`src/rtl/lsu.sv`:
```
// ---------------------------------------------------------------------------
// lsu - load/store unit
//
// Accepts a LOAD/STORE request from the ALU stage. It performs one
// request/acknowledge transfer on the data bus and reports completion with a
// single-cycle done pulse. It handles byte-lane steering for stores and
// sign/zero extension for loads.
//
// Build option:
//   LSU_MISALIGN_TRAP_EN  defined   : a misaligned halfword or word access is
//                                     rejected with err, and no bus cycle is
//                                     issued.
//                         undefined : a misaligned address is forced to
//                                     natural alignment and the access
//                                     proceeds.
//
// Every output comes straight from a register. There is no combinational
// path from mem_ack or mem_rdata to any output.
// ---------------------------------------------------------------------------
module lsu (
    input  logic        clk,
    input  logic        rst_n,
    input  logic        start,
    input  logic [31:0] instruction,
    input  logic [31:0] addr,
    input  logic [31:0] store_data,
    output logic        busy,
    output logic        done,
    output logic        err,
    output logic [31:0] load_data,
    output logic        mem_req,
    output logic        mem_we,
    output logic [31:0] mem_addr,
    output logic [3:0]  mem_sel,
    output logic [31:0] mem_wdata,
    input  logic        mem_ack,
    input  logic [31:0] mem_rdata
);

    localparam logic [6:0] OPC_LOAD  = 7'b0000011;
    localparam logic [6:0] OPC_STORE = 7'b0100011;

    typedef enum logic [1:0] {
        S_IDLE = 2'd0,
        S_REQ  = 2'd1,
        S_RESP = 2'd2
    } state_t;

    state_t      r_state;
    state_t      w_state_nxt;

    // Captured request and bus registers
    logic        r_err;
    logic        r_mem_we;
    logic [31:0] r_mem_addr;
    logic [3:0]  r_mem_sel;
    logic [31:0] r_mem_wdata;
    logic [31:0] r_load_data;
    logic [2:0]  r_funct3;
    logic [1:0]  r_off;

    // Request decode
    logic [6:0]  w_opcode;
    logic [2:0]  w_funct3;
    logic [1:0]  w_size;
    logic        w_is_load;
    logic        w_is_store;
    logic        w_funct3_bad;
    logic        w_misalign;
    logic        w_align_err;
    logic        w_reject;
    logic [1:0]  w_off;
    logic [3:0]  w_sel;
    logic [31:0] w_wdata;

    // Load extraction
    logic [15:0] w_lane;
    logic [31:0] w_load_ext;

    // Instruction fields this unit never looks at
    logic        w_unused;
    assign w_unused = ^{instruction[31:15], instruction[11:7]};

    assign w_opcode = instruction[6:0];
    assign w_funct3 = instruction[14:12];
    assign w_size   = w_funct3[1:0];

    // Classify the request and decide whether it is rejected
    always_comb begin
        w_is_load    = (w_opcode == OPC_LOAD);
        w_is_store   = (w_opcode == OPC_STORE);
        w_funct3_bad = (w_funct3 == 3'b011) || (w_funct3 == 3'b110) ||
                       (w_funct3 == 3'b111) || (w_is_store && w_funct3[2]);
        w_misalign   = ((w_size == 2'b01) && addr[0]) ||
                       ((w_size == 2'b10) && (addr[1:0] != 2'b00));
`ifdef LSU_MISALIGN_TRAP_EN
        w_align_err  = w_misalign;
`else
        w_align_err  = 1'b0;
`endif
        w_reject     = !(w_is_load || w_is_store) || w_funct3_bad || w_align_err;
    end

    // Naturally aligned byte offset, lane enables and replicated store data
    always_comb begin
        w_off   = addr[1:0];
        w_sel   = 4'b1111;
        w_wdata = store_data;
        unique case (w_size)
            2'b00: begin
                w_off   = addr[1:0];
                w_sel   = 4'b0001 << addr[1:0];
                w_wdata = {4{store_data[7:0]}};
            end
            2'b01: begin
                // addr[0] is dropped here. In the trap build it never reaches
                // the bus, because the request was already rejected.
                w_off   = {addr[1], 1'b0};
                w_sel   = 4'b0011 << {addr[1], 1'b0};
                w_wdata = {2{store_data[15:0]}};
            end
            default: begin
                w_off   = 2'b00;
                w_sel   = 4'b1111;
                w_wdata = store_data;
            end
        endcase
    end

    // Select the addressed lane(s) of the read word, then extend them
    always_comb begin
        unique case (r_off)
            2'd0:    w_lane = mem_rdata[15:0];
            2'd1:    w_lane = mem_rdata[23:8];
            2'd2:    w_lane = mem_rdata[31:16];
            default: w_lane = {8'h00, mem_rdata[31:24]};
        endcase
        unique case (r_funct3)
            3'b000:  w_load_ext = {{24{w_lane[7]}}, w_lane[7:0]};
            3'b100:  w_load_ext = {24'h000000, w_lane[7:0]};
            3'b001:  w_load_ext = {{16{w_lane[15]}}, w_lane};
            3'b101:  w_load_ext = {16'h0000, w_lane};
            default: w_load_ext = mem_rdata;
        endcase
    end

    // State register
    always_ff @(posedge clk or negedge rst_n) begin
        if (!rst_n) begin
            r_state <= S_IDLE;
        end else begin
            r_state <= w_state_nxt;
        end
    end

    // Next-state logic
    always_comb begin
        w_state_nxt = r_state;
        unique case (r_state)
            S_IDLE: begin
                if (start) begin
                    w_state_nxt = w_reject ? S_RESP : S_REQ;
                end
            end
            S_REQ: begin
                if (mem_ack) begin
                    w_state_nxt = S_RESP;
                end
            end
            S_RESP:  w_state_nxt = S_IDLE;
            default: w_state_nxt = S_IDLE;
        endcase
    end

    // Capture the accepted request and the load result
    always_ff @(posedge clk or negedge rst_n) begin
        if (!rst_n) begin
            r_err       <= 1'b0;
            r_mem_we    <= 1'b0;
            r_mem_addr  <= '0;
            r_mem_sel   <= '0;
            r_mem_wdata <= '0;
            r_load_data <= '0;
            r_funct3    <= '0;
            r_off       <= '0;
        end else begin
            if ((r_state == S_IDLE) && start) begin
                r_err <= w_reject;
                if (!w_reject) begin
                    r_mem_we    <= w_is_store;
                    r_mem_addr  <= {addr[31:2], 2'b00};
                    r_mem_sel   <= w_sel;
                    r_mem_wdata <= w_wdata;
                    r_funct3    <= w_funct3;
                    r_off       <= w_off;
                end
            end
            if ((r_state == S_REQ) && mem_ack && !r_mem_we) begin
                r_load_data <= w_load_ext;
            end
        end
    end

    // mem_req and done decode directly from the state register, so an
    // asynchronous reset drops them immediately.
    assign busy      = (r_state != S_IDLE);
    assign mem_req   = (r_state == S_REQ);
    assign done      = (r_state == S_RESP);
    assign err       = (r_state == S_RESP) && r_err;
    assign mem_we    = r_mem_we;
    assign mem_addr  = r_mem_addr;
    assign mem_sel   = r_mem_sel;
    assign mem_wdata = r_mem_wdata;
    assign load_data = r_load_data;

endmodule

```
`config.mk`:
```
export PLATFORM = sky130hd
export DESIGN_NAME = lsu
export DESIGN_NICKNAME = d
export VERILOG_FILES = /design/src/rtl/lsu.sv
export SDC_FILE = /design/constraint.sdc
export NUM_CORES = 1
export LEC_CHECK = 0
export ABC_AREA = 1
export CORE_UTILIZATION = 47
export CTS_BUF_LIST = sky130_fd_sc_hd__clkbuf_4 sky130_fd_sc_hd__clkbuf_8
export CTS_CLUSTER_DIAMETER = 50
export CTS_CLUSTER_SIZE = 8
export DETAILED_ROUTE_END_ITERATION = 10
export GPL_TIMING_DRIVEN = 0
export PLACE_DENSITY = 0.88
export SETUP_SLACK_MARGIN = 0.3
export SYNTH_ARGS = -nofsm -noshare
export SYNTH_HDL_FRONTEND = slang
export SYNTH_SLANG_ARGS = --single-unit
```
`constraint.sdc`:
```
create_clock -name clk -period 2 [get_ports clk]
set_input_delay 0.4 -clock clk [delete_from_list [all_inputs] [get_ports clk]]
set_output_delay 0.4 -clock clk [all_outputs]
set_load 0.02 [all_outputs]
```
==> results_dict.tcl <==
set metrics [dict create \
    clockBufferDepth 2 \
    antenna_found_initial 0 \
    postSynthAreaPerCell_um2 7.97 \
    fin_worst_skew_ns 0.00696 \
    grt_pass1_vias 5316 \
    die_y_um 109 \
    rsz0062_at_grt "true" \
    placed_cell_area_um2 7670 \
    synth_area_um2 5360 \
    outcome "complete, no violations" \
    worst_slew_pin_slew_ns 0.681 \
    synth_cells 672 \
    holdCritPathClass "in2async" \
    ys_ff_latch 107 \
    setup_viol 0 \
    insertion_delay_ns 0.36 \
    final_nets 1031 \
    final-max-slew-violation-count 0 \
    die_area_um2 11800 \
    initial_core_util_pct 48.8 \
    drtIter0Drc 247 \
    cts_hold_buf 0 \
    fin_area_um2 7860 \
    num_vias 5372 \
    clk_pin_slew_ns 0.10 \
    portBuffers 211 \
    antenna_left 0 \
    design.core.area_um2 11000 \
    viasPerCell 5.15 \
    clockRootBuffer "clkbuf_8" \
    finalWeightedCongestion 0.943 \
    grt_max_degree 61 \
    cts_sinks 107 \
    grt_overflow 0 \
    ys_seq_area_share_pct 50.0 \
    fin_crit_sh_pct 81.3 \
    wl_per_cell_um 15.6 \
    max_freq_mhz 615 \
    hold_violations 0 \
    synth_warnings 0 \
    die_width_um 109 \
    p_per_area_nw_per_um2 662 \
    ios 237 \
    post-route-min-period_ns 1.63 \
    maxCapViolCount 0 \
    required_ns 2.28 \
    power_leakage_nw 4.23 \
    fillerInstances 903 \
    cts_tree "done" \
    htreeDepth 3 \
    synthDistinctLibCells 31 \
    cp_max_fo 10 \
    drive_gt1_share_pct 11.1 \
    routed_wirelength_um 16300 \
    cts-buffers-inserted 9 \
    n_antenna_cell 0 \
    hpwl_um 12200 \
    grt_usage_pct 28.7 \
    grt_pass1_wl_um 25900 \
    vdd_drop_max_v 0.000443 \
    dr.pass1.iters 5 \
    drc 0 \
    start_kind "primary input" \
    crit_path_end_kind "flip-flop" \
    syn2layout_area_growth_pct 46.7 \
    relSlewSlack_pct 54.6 \
    tns_ns 0 \
    critPathKind "in2reg" \
    fp-row-count 38 \
    critPathArrivalTime_ns 1.91 \
]
==> registers in the layout, summed over array words and instances, names as in the netlist <==
signal     flops
r_err          1
r_funct3       3
load_data     32
mem_sel        4
mem_we         1
mem_wdata     32
r_state        2
mem_addr      30
r_off          2
==> cell type report <==
| type | count | area [um2] | area share, % |
|---|---|---|---|
| plain buffers | 38 | 287 | 3.65 |
| clock buffers | 12 | 146 | 1.86 |
| clock inverters | 4 | 51.3 | 0.653 |
| inverters | 76 | 285 | 3.63 |
| multi-input cells | 453 | 2220 | 28.3 |
| flip-flops and latches | 107 | 2680 | 34.1 |
| well taps | 140 | 175 | 2.23 |
| repair buffers | 214 | 2010 | 25.6 |
==> metal layers <==
layer,wire [um],vias up,track usage [%]
li1,-,2587,-
met2,7850,251,47.7
met5,0,-,0
met3,1450,38,8.25
met4,466,0,10.6
met1,6560,2496,35.4
==> cells in the mapped netlist <==
master / instances / share of area, %
nor2_2: 1 / 0.12
nand2_4: 2 / 0.42
dfrtp_1: 107 / 50
inv_2: 3 / 0.21
o21ai_1: 4 / 0.37
o21ai_0: 77 / 7.2
o31ai_1: 1 / 0.14
nand4_1: 1 / 0.12
and3_1: 1 / 0.12
nor2_4: 1 / 0.21
or2_2: 16 / 1.9
conb_1: 1 / 0.070
nand2_1: 173 / 12
or2_4: 1 / 0.16
nand3_4: 1 / 0.33
nor3_1: 1 / 0.093
buf_2: 7 / 0.65
o21a_1: 1 / 0.14
a211oi_1: 2 / 0.28
a21oi_1: 46 / 4.3
buf_6: 10 / 2.1
a21oi_2: 3 / 0.49
nor2_1: 53 / 3.7
mux2i_1: 14 / 2.6
clkbuf_1: 16 / 1.1
a31oi_1: 2 / 0.23
nand3_2: 3 / 0.56
nand3_1: 46 / 4.3
buf_4: 4 / 0.56
buf_8: 1 / 0.28
inv_1: 73 / 5.1
==> through the flow <==
stage	setup slack [ns]	std cells	hold slack, ns	util (%)	total power [mW]
final	0.373	1044	0.0577	71.5	5.20
after global routing	0.257	1044	0.0836	71.5	5.46
after CTS	0.281	1041	0.0688	70.7	5.21
after global placement	-3.57	1024	0.466	69.6	3.99
after floorplan	0.443	673	0.104	-	3.19
after detailed placement	-0.274	1025	0.467	69.9	4.02
==> worst max-delay path, stage by stage <==
cell and delay [ns]:
clkdlybuf4s50_1 0.44, nor2_4 0.16, nand2_2 0.09, nor2_4 0.12, nand2_2 0.10, nand3_4 0.13, buf_8 0.16, buf_8 0.14
nand2_1 0.06, o21ai_1 0.10
==> path summary, 6_finish.rpt <==
kind	start	end	slack, ns	cells past startpoint
max in group asynchronous	rst_n	mem_wdata[18]$_DFFE_PN0P_	1.22	2
min reg2reg	mem_addr[2]$_DFFE_PN0P_	mem_addr[2]$_DFFE_PN0P_	0.49	2
min in group clk	instruction[13]	r_funct3[1]$_DFFE_PN0P_	0.37	3
max reg2reg	r_off[0]$_DFFE_PN0P_	load_data[21]$_DFFE_PN0P_	0.45	9
min	rst_n	load_data[0]$_DFFE_PN0P_	0.06	1
max	instruction[2]	r_funct3[1]$_DFFE_PN0P_	0.37	10
==> cells in the final DEF, fill, tap and decap left out, types with 14 or more instances in the layout <==
cell,count
clkdlybuf4s50_1,107
nand3_1,45
dlygate4sd2_1,99
dfrtp_1,107
mux2i_1,14
nand2_1,171
or2_2,16
inv_1,69
o21ai_0,75
a21oi_1,45
nor2_1,46
==> repair_timing <==
item                                    4_1_cts  5_1_grt
setup buffers                                 0        2
pin swaps                                     0        6
endpoints found under the setup margin      181       95
cloned                                        0        1
gates resized for setup                     118       35
==> cells by family (layout without fill, tap and decap cells) <==
group                  Yosys count  count (layout)  synth area share (%)
buffers and inverters          114             344                  10.0
flip-flops                     107             107                  50.0
multiplexers                    14              14                  2.62
other                            1               2                0.0700
AND/OR/NAND/NOR                300             301                  24.1
AO/OA/AOI/OAI                  136             136                  13.2
==> power by group <==
group	switching (mW)	leakage, nW	internal [mW]
logic	0.761	2.71	0.598
registers	0.117	1.42	2.37
clock network	0.733	0.101	0.624
total	1.61	4.23	3.59
(Power assumes the default switching activity.)
